<file path="src/rtl/billiard_pkg.sv">
// ============================================================================
// billiard_pkg : shared ball state encoding, fixed-point defaults, table limits
// Rev 1.0
// ============================================================================
`default_nettype none

package billiard_pkg;

  typedef enum logic [1:0] {
    IDLE   = 2'd0,
    MOVING = 2'd1,
    SUNK   = 2'd2
  } ball_state_t;

  localparam int DEF_FRAC           = 4;
  localparam int DEF_FRICTION_SHIFT = 5;
  localparam int DEF_STOP_THRESHOLD = 4;
  localparam int DEF_MAX_VEL        = 511;
  localparam int TABLE_MAX_X        = 607;
  localparam int TABLE_MAX_Y        = 447;
  localparam int PIX_W              = 11;
  localparam int VEL_W              = 11;

endpackage

`default_nettype wire

</file>
<file path="src/rtl/velocity_decay.sv">
// ============================================================================
// velocity_decay : one-axis saturate, proportional friction and stop snap
// Rev 1.0
// ============================================================================
`default_nettype none

module velocity_decay #(
  parameter int W              = 11,
  parameter int FRICTION_SHIFT = 5,
  parameter int STOP_THRESHOLD = 4,
  parameter int MAX_VEL        = 511
) (
  input  logic signed [W-1:0] v_i,
  output logic signed [W-1:0] v_sat_o,
  output logic signed [W-1:0] v_next_o
);

  localparam logic signed [W-1:0] c_max  = W'(MAX_VEL);
  localparam logic signed [W-1:0] c_min  = -c_max;
  localparam logic signed [W-1:0] c_stop = W'(STOP_THRESHOLD);

  logic signed [W-1:0] w_sgn;
  logic signed [W-1:0] w_dec;
  logic signed [W-1:0] w_abs;

  always_comb begin
    if (v_i > c_max)      v_sat_o = c_max;
    else if (v_i < c_min) v_sat_o = c_min;
    else                  v_sat_o = v_i;
  end

  // The extra -sgn term guarantees small velocities still decay to zero.
  assign w_sgn    = (v_sat_o > 0) ? W'(1) : ((v_sat_o < 0) ? -W'(1) : '0);
  assign w_dec    = v_sat_o - (v_sat_o >>> FRICTION_SHIFT) - w_sgn;
  assign w_abs    = (w_dec < 0) ? -w_dec : w_dec;
  assign v_next_o = (w_abs < c_stop) ? '0 : w_dec;

endmodule

`default_nettype wire

</file>
<file path="src/rtl/ball_motion.sv">
// ============================================================================
// ball_motion : per-ball fixed-point kinematics with shots, collisions, pockets
// Rev 1.0
// ============================================================================
`default_nettype none

module ball_motion
  import billiard_pkg::*;
#(
  parameter int INIT_X         = 320,
  parameter int INIT_Y         = 240,
  parameter int FRAC           = DEF_FRAC,
  parameter int FRICTION_SHIFT = DEF_FRICTION_SHIFT,
  parameter int STOP_THRESHOLD = DEF_STOP_THRESHOLD,
  parameter int MAX_VEL        = DEF_MAX_VEL,
  parameter int MAX_X          = TABLE_MAX_X,
  parameter int MAX_Y          = TABLE_MAX_Y
) (
  input  logic                    clk,
  input  logic                    resetN,
  input  logic                    startOfFrame,
  input  logic                    shotValid,
  input  logic signed [VEL_W-1:0] shotVelX,
  input  logic signed [VEL_W-1:0] shotVelY,
  input  logic                    collisionOccurred,
  input  logic signed [VEL_W-1:0] velXIn,
  input  logic signed [VEL_W-1:0] velYIn,
  input  logic                    holeHit,
  input  logic                    respawn,
  output logic [PIX_W-1:0]        topLeftPosX,
  output logic [PIX_W-1:0]        topLeftPosY,
  output logic signed [VEL_W-1:0] velX,
  output logic signed [VEL_W-1:0] velY,
  output logic                    moving,
  output logic                    inHole
);

  localparam int POS_W = PIX_W + FRAC;
  localparam int EXT_W = POS_W + 2;

  localparam logic [POS_W-1:0] c_init_x = POS_W'(INIT_X << FRAC);
  localparam logic [POS_W-1:0] c_init_y = POS_W'(INIT_Y << FRAC);
  localparam logic [POS_W-1:0] c_max_x  = POS_W'(MAX_X << FRAC);
  localparam logic [POS_W-1:0] c_max_y  = POS_W'(MAX_Y << FRAC);

  // Clamp without reflection; bouncing off cushions belongs to the hit logic.
  function automatic logic [POS_W-1:0] step_pos(input logic [POS_W-1:0]        p,
                                                input logic signed [VEL_W-1:0] v,
                                                input logic [POS_W-1:0]        pmax);
    logic signed [EXT_W-1:0] sum;
    sum = $signed({2'b00, p}) + EXT_W'(v);
    if (sum < 0)
      return '0;
    else if (sum > $signed({2'b00, pmax}))
      return pmax;
    else
      return sum[POS_W-1:0];
  endfunction

  ball_state_t             state_q, state_d;
  logic [POS_W-1:0]        pos_x_q, pos_x_d, pos_y_q, pos_y_d;
  logic signed [VEL_W-1:0] vel_x_q, vel_x_d, vel_y_q, vel_y_d;
  logic                    pend_shot_q, pend_shot_d;
  logic signed [VEL_W-1:0] shot_x_q, shot_x_d, shot_y_q, shot_y_d;
  logic                    pend_col_q, pend_col_d;
  logic signed [VEL_W-1:0] col_x_q, col_x_d, col_y_q, col_y_d;

  logic signed [VEL_W-1:0] w_vsrc_x, w_vsrc_y;
  logic signed [VEL_W-1:0] w_vsat_x, w_vsat_y;
  logic signed [VEL_W-1:0] w_vnxt_x, w_vnxt_y;
  logic [POS_W-1:0]        w_pnxt_x, w_pnxt_y;
  logic                    w_stop;

  assign w_vsrc_x = (state_q == MOVING) ? (pend_col_q ? col_x_q : vel_x_q) : shot_x_q;
  assign w_vsrc_y = (state_q == MOVING) ? (pend_col_q ? col_y_q : vel_y_q) : shot_y_q;

  velocity_decay #(
    .W(VEL_W), .FRICTION_SHIFT(FRICTION_SHIFT),
    .STOP_THRESHOLD(STOP_THRESHOLD), .MAX_VEL(MAX_VEL)
  ) u_decay_x (
    .v_i(w_vsrc_x), .v_sat_o(w_vsat_x), .v_next_o(w_vnxt_x)
  );

  velocity_decay #(
    .W(VEL_W), .FRICTION_SHIFT(FRICTION_SHIFT),
    .STOP_THRESHOLD(STOP_THRESHOLD), .MAX_VEL(MAX_VEL)
  ) u_decay_y (
    .v_i(w_vsrc_y), .v_sat_o(w_vsat_y), .v_next_o(w_vnxt_y)
  );

  assign w_pnxt_x = step_pos(pos_x_q, w_vsat_x, c_max_x);
  assign w_pnxt_y = step_pos(pos_y_q, w_vsat_y, c_max_y);
  assign w_stop   = (w_vnxt_x == '0) && (w_vnxt_y == '0);

  always_comb begin
    state_d     = state_q;
    pos_x_d     = pos_x_q;
    pos_y_d     = pos_y_q;
    vel_x_d     = vel_x_q;
    vel_y_d     = vel_y_q;
    pend_shot_d = pend_shot_q;
    shot_x_d    = shot_x_q;
    shot_y_d    = shot_y_q;
    pend_col_d  = pend_col_q;
    col_x_d     = col_x_q;
    col_y_d     = col_y_q;

    case (state_q)
      IDLE: begin
        if (startOfFrame && pend_shot_q) begin
          pos_x_d     = w_pnxt_x;
          pos_y_d     = w_pnxt_y;
          vel_x_d     = w_vnxt_x;
          vel_y_d     = w_vnxt_y;
          pend_shot_d = 1'b0;
          state_d     = w_stop ? IDLE : MOVING;
        end
        if (shotValid) begin
          pend_shot_d = 1'b1;
          shot_x_d    = shotVelX;
          shot_y_d    = shotVelY;
        end
      end
      MOVING: begin
        if (startOfFrame) begin
          pos_x_d    = w_pnxt_x;
          pos_y_d    = w_pnxt_y;
          vel_x_d    = w_vnxt_x;
          vel_y_d    = w_vnxt_y;
          pend_col_d = 1'b0;
          if (w_stop) state_d = IDLE;
        end
        // A pulse on the frame strobe opens a new frame's latch window.
        if (collisionOccurred && (startOfFrame || !pend_col_q)) begin
          pend_col_d = 1'b1;
          col_x_d    = velXIn;
          col_y_d    = velYIn;
        end
        if (state_d == IDLE) pend_col_d = 1'b0;
      end
      SUNK: begin
        if (respawn) begin
          pos_x_d = c_init_x;
          pos_y_d = c_init_y;
          vel_x_d = '0;
          vel_y_d = '0;
          state_d = IDLE;
        end
      end
      default: state_d = IDLE;
    endcase

    if (holeHit && (state_q != SUNK)) begin
      state_d     = SUNK;
      pos_x_d     = pos_x_q;
      pos_y_d     = pos_y_q;
      vel_x_d     = '0;
      vel_y_d     = '0;
      pend_shot_d = 1'b0;
      pend_col_d  = 1'b0;
    end
  end

  always_ff @(posedge clk) begin
    if (resetN) begin
      state_q     <= IDLE;
      pos_x_q     <= c_init_x;
      pos_y_q     <= c_init_y;
      vel_x_q     <= '0;
      vel_y_q     <= '0;
      pend_shot_q <= 1'b0;
      shot_x_q    <= '0;
      shot_y_q    <= '0;
      pend_col_q  <= 1'b0;
      col_x_q     <= '0;
      col_y_q     <= '0;
    end else begin
      state_q     <= state_d;
      pos_x_q     <= pos_x_d;
      pos_y_q     <= pos_y_d;
      vel_x_q     <= vel_x_d;
      vel_y_q     <= vel_y_d;
      pend_shot_q <= pend_shot_d;
      shot_x_q    <= shot_x_d;
      shot_y_q    <= shot_y_d;
      pend_col_q  <= pend_col_d;
      col_x_q     <= col_x_d;
      col_y_q     <= col_y_d;
    end
  end

  assign topLeftPosX = pos_x_q[POS_W-1:FRAC];
  assign topLeftPosY = pos_y_q[POS_W-1:FRAC];
  assign velX        = vel_x_q;
  assign velY        = vel_y_q;
  assign moving      = (state_q == MOVING);
  assign inHole      = (state_q == SUNK);

endmodule

`default_nettype wire
</file>
<file path="config.mk">
export PLATFORM = sky130hd
export DESIGN_NAME = ball_motion
export DESIGN_NICKNAME = d
export VERILOG_FILES = /design/src/rtl/billiard_pkg.sv /design/src/rtl/velocity_decay.sv /design/src/rtl/ball_motion.sv
export SDC_FILE = /design/constraint.sdc
export NUM_CORES = 1
export LEC_CHECK = 0
export BUFFER_PORTS_ARGS = -buffer_cell sky130_fd_sc_hd__buf_4
export CAP_MARGIN = 20
export CORE_ASPECT_RATIO = 1.25
export CORE_MARGIN = 5
export CORE_UTILIZATION = 60
export CTS_CLUSTER_SIZE = 8
export DETAILED_ROUTE_END_ITERATION = 12
export PLACE_DENSITY = 0.82
export SLEW_MARGIN = 0
export SYNTH_ARGS = -nofsm -noshare
export SYNTH_HDL_FRONTEND = slang
export SYNTH_HIERARCHICAL = 1
export SYNTH_SLANG_ARGS = --single-unit
export TNS_END_PERCENT = 50
</file>
<file path="constraint.sdc">
create_clock -name clk -period 8.1 [get_ports clk]
set_input_delay 1.62 -clock clk [delete_from_list [all_inputs] [get_ports clk]]
set_output_delay 1.62 -clock clk [all_outputs]
set_load 0.01 [all_outputs]
</file>
==> results of run 1 <==
metrics by stage:
step,std cells,util [%]
global route,1301,67.4
detailed placement,1285,65.2
CTS,1301,67.4
global placement,1285,65.2
finish,1301,67.4
floorplan,1077,-
metal layers:
| layer | GRT usage [%] | up-vias | routed length, um |
|---|---|---|---|
| met3 | 3.75 | 48 | 1010 |
| met4 | 9.27 | 0 | 614 |
| li1 | - | 3965 | - |
| met1 | 34.1 | 3758 | 9270 |
| met5 | 0 | - | 0 |
| met2 | 48.4 | 230 | 11400 |
power by group through the flow:
stage	sequential (mW)	clock [mW]	combinational, mW
after detailed placement	0.534	0	1.07
final	0.523	0.446	1.10
after CTS	0.523	0.452	1.08
after floorplan	0.530	0	0.848
after global routing	0.525	0.473	1.20
after global placement	0.534	0	1.05
path summary, 6_finish.rpt:
check | startpoint | end | slack (ns) | cells past startpoint
max | state_q[0] | pend_col_q | 0.96 | 24
min | shot_y_q[9] | shot_y_q[9] | 0.46 | 2
max reg2reg | state_q[0] | pend_col_q | 0.96 | 24
min reg2reg | shot_y_q[9] | shot_y_q[9] | 0.46 | 2
flip-flops by register name, summed over array words and instances (netlist names), 2 cells and up:
name      cells
velX         11
shot_y_q     11
col_y_q      11
pos_y_q      15
velY         11
pos_x_q      15
col_x_q      11
shot_x_q     11
state_q       2
area by class of cell:
type	count	area [sq um]	area share [%]
Inverter	56	210	2.28
Clock buffer	9	225	2.44
Multi-Input combinational cell	854	5740	62.2
Tap cell	175	219	2.37
Clock inverter	7	86.3	0.935
Timing Repair Buffer	100	751	8.13
Sequential cell	100	2000	21.7
worst min-delay path, stage by stage (launching register included):
cell	delay, ns
sky130_fd_sc_hd__dfxtp_1	0.31
sky130_fd_sc_hd__nand2_1	0.05
sky130_fd_sc_hd__a21oi_1	0.05
cell usage in the layout (no fill, tap or decap), types with 4 or more instances in the layout:
cell,netlist,routed
sky130_fd_sc_hd__nand2_1,165,165
sky130_fd_sc_hd__a21oi_1,126,126
sky130_fd_sc_hd__dfxtp_1,100,100
sky130_fd_sc_hd__buf_4,24,100
sky130_fd_sc_hd__nor2_1,79,79
sky130_fd_sc_hd__inv_1,56,56
sky130_fd_sc_hd__ha_1,54,54
sky130_fd_sc_hd__o21ai_0,38,38
sky130_fd_sc_hd__a21o_1,35,35
sky130_fd_sc_hd__nand3_1,32,32
sky130_fd_sc_hd__mux2i_1,24,24
sky130_fd_sc_hd__nand2b_1,22,22
sky130_fd_sc_hd__xnor2_1,22,22
sky130_fd_sc_hd__nor3_1,18,18
sky130_fd_sc_hd__nor4_1,12,12
sky130_fd_sc_hd__fa_1,12,12
sky130_fd_sc_hd__o211ai_1,11,11
sky130_fd_sc_hd__o31ai_1,11,11
sky130_fd_sc_hd__a211oi_1,11,11
sky130_fd_sc_hd__nor2b_1,11,10
sky130_fd_sc_hd__and2_1,10,10
sky130_fd_sc_hd__xor2_1,9,9
sky130_fd_sc_hd__clkbuf_16,0,9
sky130_fd_sc_hd__a31oi_1,8,8
sky130_fd_sc_hd__o21a_1,7,7
sky130_fd_sc_hd__o21ai_1,7,7
sky130_fd_sc_hd__and3_1,6,6
sky130_fd_sc_hd__a32o_1,6,6
sky130_fd_sc_hd__a221oi_1,6,6
sky130_fd_sc_hd__nor3b_1,5,5
sky130_fd_sc_hd__o41ai_1,5,5
sky130_fd_sc_hd__a31o_2,5,5
sky130_fd_sc_hd__a221o_1,4,4
sky130_fd_sc_hd__nand4_1,4,4
sky130_fd_sc_hd__a211o_1,4,4
sky130_fd_sc_hd__a311oi_1,4,4
sky130_fd_sc_hd__o32ai_1,4,4
logic make-up after synthesis:
kind of cell / share of synthesized area [%]
compound gates: 28.8
xor+xnor: 3.27
fa+ha+maj: 11.0
buf+inv: 6.70
flops: 24.1
mux: 3.17
simple gates: 22.9
==> impl_metrics.py, run 1 <==
metrics = {
    "status": {
        "result_of_the_run": "complete, no violations",
    },
    "sta": {
        "timing.final.max_slew_violations": 0,
        "fmax_ghz": 0.140,
        "fin_crit_sh_pct": 88.1,
        "rsz0062_at_grt": "no",
        "final.hold.worst_slack_ns": 0.459,
        "worst_slew_pin_slew_ns": 1.01,
        "final.min_clock_period_ns": 7.14,
        "tns_ns": 0,
        "final_setup_vio_count": 0,
        "worst_clock_skew_ns": 0.0109,
        "max-slew-margin-rel_pct": 32.8,
        "layout_setup_ws_ns": 0.960,
        "report.final.hold_viol_count": 0,
    },
    "yosys": {
        "synthesis.area_sq_mm": 0.00829,
        "synth_area_per_cell_sq_um": 7.70,
        "yosysTopAreaCell": "sky130_fd_sc_hd__dfxtp_1",
        "synthArstFlopShare_pct": 0,
        "most_numerous_cell_in_the_yosys_netlist": "sky130_fd_sc_hd__nand2_1",
        "main_flop_type_after_synthesis": "sky130_fd_sc_hd__dfxtp_1",
        "synth_seq_cells": 100,
        "yosys_warns": 6,
        "yosysSeqAreaShare_pct": 24.1,
        "netlist-cell-type-count": 93,
        "synth-edff-count": 0,
        "top_cell_type_s_share_of_synthesized_area_pct": 24.1,
        "postSynthNetCount": 1194,
        "synth_top_cells_by_area": "sky130_fd_sc_hd__dfxtp_1, sky130_fd_sc_hd__ha_1, sky130_fd_sc_hd__a21oi_1, sky130_fd_sc_hd__nand2_1, sky130_fd_sc_hd__nor2_1",
        "yosys-top-cells-count": "sky130_fd_sc_hd__nand2_1, sky130_fd_sc_hd__a21oi_1, sky130_fd_sc_hd__dfxtp_1",
        "syn-instance-count": 1077,
    },
    "setup_path": {
        "critPathMaxFanout": 47,
        "timing.setup.critical_path_class": "reg2reg",
        "critical_path.n_buffers_inverters": 2,
        "critPathLaunchType": "flip-flop",
        "worst-endpoint-arrival_ns": 7.37,
        "endpoint_kind": "flip-flop",
        "cpPeakStageDelay_ns": 0.81,
        "critPathTopFamily": "simple AND/OR/NAND/NOR gates",
        "path_common_cell": "sky130_fd_sc_hd__nor2_1",
        "timing.critical_path.required_ns": 8.33,
        "worstPathCellList": "nor2b_4, a21oi_1, nor4_1, nand2_1, o211ai_1, ha_1, mux2_2, inv_1, fa_1, ha_1, and2_4, a221o_1, or3_4, a2111oi_4, inv_1, o31a_1, a311oi_2, nor2b_1, nor4_1, nand4_1, nor2_1, nor2_1, a21oi_1, nor2_1",
        "cpMaxStageDelayCell": "sky130_fd_sc_hd__nor2b_4",
    },
    "clock_tree": {
        "cts-root-buf": "sky130_fd_sc_hd__clkbuf_16",
        "cts_tree": "built",
        "tritoncts.num_buffers": 9,
        "cts_max_path_buffers": 2,
        "post_cts_resized": 0,
        "cts_max_level": 3,
        "cts.sink_count": 100,
        "insertion_delay_ns": 0.36,
        "postCtsSetupRepairBufs": 0,
        "clk_pin_slew_ns": 0.08,
        "cts_hold_buf": 0,
    },
    "placed_design": {
        "dp_slack_ns": 1.08,
        "sum_of_net_half_perimeters_after_detailed_placement_um": 17300,
        "buffer_ports.inserted": 96,
        "place.gp.congestion": 0.926,
        "detailed_place.area_sq_mm": 0.00892,
    },
    "die": {
        "placeableCoreArea_sq_mm": 0.0137,
        "io-pin-count": 97,
        "die_w_um": 115,
        "die_area_sq_mm": 0.0163,
        "initial_core_util_pct": 60.5,
        "row_count": 48,
        "floorplan.die.height_um": 141,
    },
    "drt": {
        "drt_pre_antenna_iters": 5,
        "post_drt_via_cell_ratio": 6.15,
        "drt-initial-drc-count": 591,
        "drt-total-wl_um": 22300,
        "routedWlPerCell_um": 17.2,
        "post-route-drc-count": 0,
        "dr_total_vias": 8001,
        "ant_nets": 0,
    },
    "power_and_ir_drop": {
        "clock_power_share_pct": 21.6,
        "power.net_switching_mw": 0.921,
        "power_share_of_the_combinational_group_pct": 53.1,
        "p_sw_share_pct": 44.6,
        "vdd.ir_drop.worst_v": 0.000182,
        "leakage_nw": 3.68,
        "internal_power_mw": 1.15,
        "power-per-cell-area_mw_per_mm2": 224,
        "seqPwrFrac_pct": 25.3,
        "power_mw": 2.07,
    },
    "grt": {
        "grt.overflow.total": 0,
        "global_route_wire_length_before_repair_um": 36600,
        "grt.total_usage_pct": 27.5,
        "antenna_found_initial": 0,
        "first_global_vias": 7582,
        "grt_start_max_net_pins": 60,
    },
    "layout": {
        "fillCellCount": 1183,
        "drive_above_1_share_pct": 14.2,
        "diodes": 0,
        "area.growth.synth_to_final_pct": 11.4,
        "design.final.nets": 1238,
        "final_design_area_no_fill_sq_mm": 0.00923,
    },
    "hold_path": {
        "timing.hold.worst.class": "reg2reg",
    },
    "flow_run": {
        "cap_violations": 0,
    },
}
Power figures use the tool's default switching activity.
==> run 2: changes to the inputs <==
--- a/config.mk
+++ b/config.mk
@@ -10,6 +10,7 @@
 export CORE_ASPECT_RATIO = 1.25
 export CORE_MARGIN = 5
 export CORE_UTILIZATION = 60
+export CTS_BUF_LIST = sky130_fd_sc_hd__clkbuf_2 sky130_fd_sc_hd__clkbuf_4 sky130_fd_sc_hd__clkbuf_8
 export CTS_CLUSTER_SIZE = 8
 export DETAILED_ROUTE_END_ITERATION = 12
 export PLACE_DENSITY = 0.82
==> run 2 against run 1 <==
Via count about the same. Combinational power about the same. Power decreased by 5.2%. Sequential power about the same. Sequential share of layout area increased by 0.24 points. Register-to-register slack got worse by 0.05 ns. Cell area decreased by 1.1%. Final cell count unchanged. Routed wire length decreased by 0.26%. Count of clock-buffer cells in the layout unchanged. Utilization decreased by 0.74 points.
==> impl_metrics.py, run 2 (synthesized netlist as in run 1, its figures left out) <==
metrics = {
    "status": {
        "result_of_the_run": "complete, no violations",
    },
    "power_and_ir_drop": {
        "power-per-cell-area_mw_per_mm2": 215,
        "leakage_nw": 3.63,
        "p_sw_share_pct": 46.5,
        "power_share_of_the_combinational_group_pct": 56.0,
        "clock_power_share_pct": 17.3,
        "power.net_switching_mw": 0.910,
        "vdd.ir_drop.worst_v": 0.000186,
        "internal_power_mw": 1.05,
        "seqPwrFrac_pct": 26.7,
    },
    "sta": {
        "worst_slew_pin_slew_ns": 1.00,
        "final_setup_vio_count": 0,
        "timing.final.max_slew_violations": 0,
        "layout_setup_ws_ns": 0.911,
        "worst_clock_skew_ns": 0.0157,
        "rsz0062_at_grt": "no",
        "fin_crit_sh_pct": 88.8,
        "report.final.hold_viol_count": 0,
        "tns_ns": 0,
        "final.min_clock_period_ns": 7.19,
        "max-slew-margin-rel_pct": 33.2,
        "fmax_ghz": 0.139,
    },
    "flow_run": {
        "cap_violations": 0,
    },
    "layout": {
        "design.final.nets": 1238,
        "final_common_cell": "sky130_fd_sc_hd__nand2_1",
        "layout.cells.most_common_list": "sky130_fd_sc_hd__nand2_1, sky130_fd_sc_hd__a21oi_1, sky130_fd_sc_hd__dfxtp_1, sky130_fd_sc_hd__buf_4, sky130_fd_sc_hd__nor2_1",
        "drive_above_1_share_pct": 14.2,
        "fillCellCount": 1207,
        "diodes": 0,
        "largestRegisters": "pos_x_q (15), pos_y_q (15)",
        "area.growth.synth_to_final_pct": 10.2,
    },
    "grt": {
        "first_global_vias": 7490,
        "grt_start_max_net_pins": 60,
        "grt.total_usage_pct": 27.4,
        "grt.overflow.total": 0,
        "antenna_found_initial": 0,
        "global_route_wire_length_before_repair_um": 36500,
    },
    "clock_tree": {
        "cts_hold_buf": 0,
        "cts_tree": "built",
        "clk_pin_slew_ns": 0.11,
        "cts.sink_count": 100,
        "tritoncts.num_buffers": 9,
        "insertion_delay_ns": 0.41,
        "cts-root-buf": "sky130_fd_sc_hd__clkbuf_8",
        "cts_max_level": 3,
        "postCtsSetupRepairBufs": 0,
        "cts_max_path_buffers": 2,
        "post_cts_resized": 0,
    },
    "drt": {
        "dr_total_vias": 7998,
        "drt-total-wl_um": 22300,
        "drt_pre_antenna_iters": 7,
        "drt-initial-drc-count": 474,
        "routedWlPerCell_um": 17.1,
        "post_drt_via_cell_ratio": 6.15,
        "ant_nets": 0,
        "post-route-drc-count": 0,
    },
    "setup_path": {
        "worst-endpoint-arrival_ns": 7.46,
        "critPathLaunchType": "flip-flop",
        "worstPathCellList": "nor2b_4, a21oi_1, nor4_1, nand2_1, o211ai_1, ha_1, o21ai_0, fa_1, ha_1, and2_4, a221o_1, or3_4, a2111oi_4, inv_1, o31a_1, a311oi_2, nor2b_1, nor4_1, nand4_1, nor2_1, nor2_1, a21oi_1, nor2_1",
        "worst_case_register_to_register_setup_slack_ns": 0.91,
        "critical_path.n_buffers_inverters": 1,
        "timing.critical_path.required_ns": 8.38,
        "path_common_cell": "sky130_fd_sc_hd__nor2_1",
        "cpMaxStageDelayCell": "sky130_fd_sc_hd__nor2b_4",
        "endpoint_kind": "flip-flop",
        "critPathTopFamily": "simple AND/OR/NAND/NOR gates",
        "timing.setup.critical_path_class": "reg2reg",
        "cpPeakStageDelay_ns": 0.80,
        "critPathMaxFanout": 47,
    },
    "die": {
        "placeableCoreArea_sq_mm": 0.0137,
        "floorplan.die.height_um": 141,
        "die_w_um": 115,
        "io-pin-count": 97,
        "row_count": 48,
        "die_area_sq_mm": 0.0163,
        "initial_core_util_pct": 60.5,
    },
    "placed_design": {
        "sum_of_net_half_perimeters_after_detailed_placement_um": 17300,
        "buffer_ports.inserted": 96,
        "dp_slack_ns": 1.08,
        "place.gp.congestion": 0.926,
    },
    "hold_path": {
        "timing.hold.worst.class": "reg2reg",
    },
}
==> run 2: cell counts in the layout (fill, tap and decap cells not counted) <==
No cell type changed its count.
==> run 2: final cells by class <==
class / instances / area, sq um / share of cell area, %
multi-input combinational: 854 / 5740 / 62.9
sequential: 100 / 2000 / 21.9
timing repair buffer: 100 / 751 / 8.22
tap: 175 / 219 / 2.40
inverter: 56 / 210 / 2.30
clock buffer: 9 / 124 / 1.36
clock inverter: 7 / 86.3 / 0.945
==> run 2: power groups by stage <==
stage	logic, mW	registers, mW	clock network (mW)
2_1_floorplan	0.848	0.530	0
3_3_place_gp	1.05	0.534	0
3_5_place_dp	1.07	0.534	0
4_1_cts	1.08	0.523	0.342
5_1_grt	1.20	0.525	0.364
6_report	1.10	0.523	0.338
==> run 2: worst reg2reg max path, stage by stage (launching register included) <==
cell and delay, ns:
sky130_fd_sc_hd__dfxtp_1 0.40, sky130_fd_sc_hd__nor2b_4 0.81, sky130_fd_sc_hd__a21oi_1 0.21, sky130_fd_sc_hd__nor4_1 0.40
sky130_fd_sc_hd__nand2_1 0.09, sky130_fd_sc_hd__o211ai_1 0.17, sky130_fd_sc_hd__ha_1 0.38, sky130_fd_sc_hd__o21ai_0 0.39
sky130_fd_sc_hd__fa_1 0.47, sky130_fd_sc_hd__ha_1 0.37, sky130_fd_sc_hd__and2_4 0.17, sky130_fd_sc_hd__a221o_1 0.39
sky130_fd_sc_hd__or3_4 0.41, sky130_fd_sc_hd__a2111oi_4 0.36, sky130_fd_sc_hd__inv_1 0.07, sky130_fd_sc_hd__o31a_1 0.30
sky130_fd_sc_hd__a311oi_2 0.66, sky130_fd_sc_hd__nor2b_1 0.15, sky130_fd_sc_hd__nor4_1 0.32, sky130_fd_sc_hd__nand4_1 0.12
sky130_fd_sc_hd__nor2_1 0.21, sky130_fd_sc_hd__nor2_1 0.06, sky130_fd_sc_hd__a21oi_1 0.11, sky130_fd_sc_hd__nor2_1 0.05
==> run 2: final timing paths <==
kind	cells after the start	from	to
setup / recovery	23	state_q[0]	pend_col_q
hold / removal	2	shot_y_q[6]	shot_y_q[6]
setup reg to reg	23	state_q[0]	pend_col_q
hold reg to reg	2	shot_y_q[6]	shot_y_q[6]
==> run 2: metrics by stage <==
step | utilization [%] | std cells | power, mW | instance area [sq um] | hold WS [ns]
after floorplan | - | 1077 | 1.38 | 8290 | 0.432
after global placement | 65.2 | 1285 | 1.59 | 8920 | 0.445
after detailed placement | 65.2 | 1285 | 1.60 | 8920 | 0.447
after CTS | 66.7 | 1301 | 1.94 | 9130 | 0.464
after global routing | 66.7 | 1301 | 2.09 | 9130 | 0.481
final | 66.7 | 1301 | 1.96 | 9130 | 0.465
==> run 2: metal layers <==
layer | up-vias | GRT usage, % | part of all wire (%) | wire length, um
li1 | 3966 | - | - | -
met1 | 3737 | 34.1 | 42 | 9350
met4 | 0 | 9.58 | 2.7 | 598
met3 | 49 | 3.84 | 4.0 | 892
met2 | 246 | 48.1 | 51 | 11400
met5 | - | 0 | 0 | 0
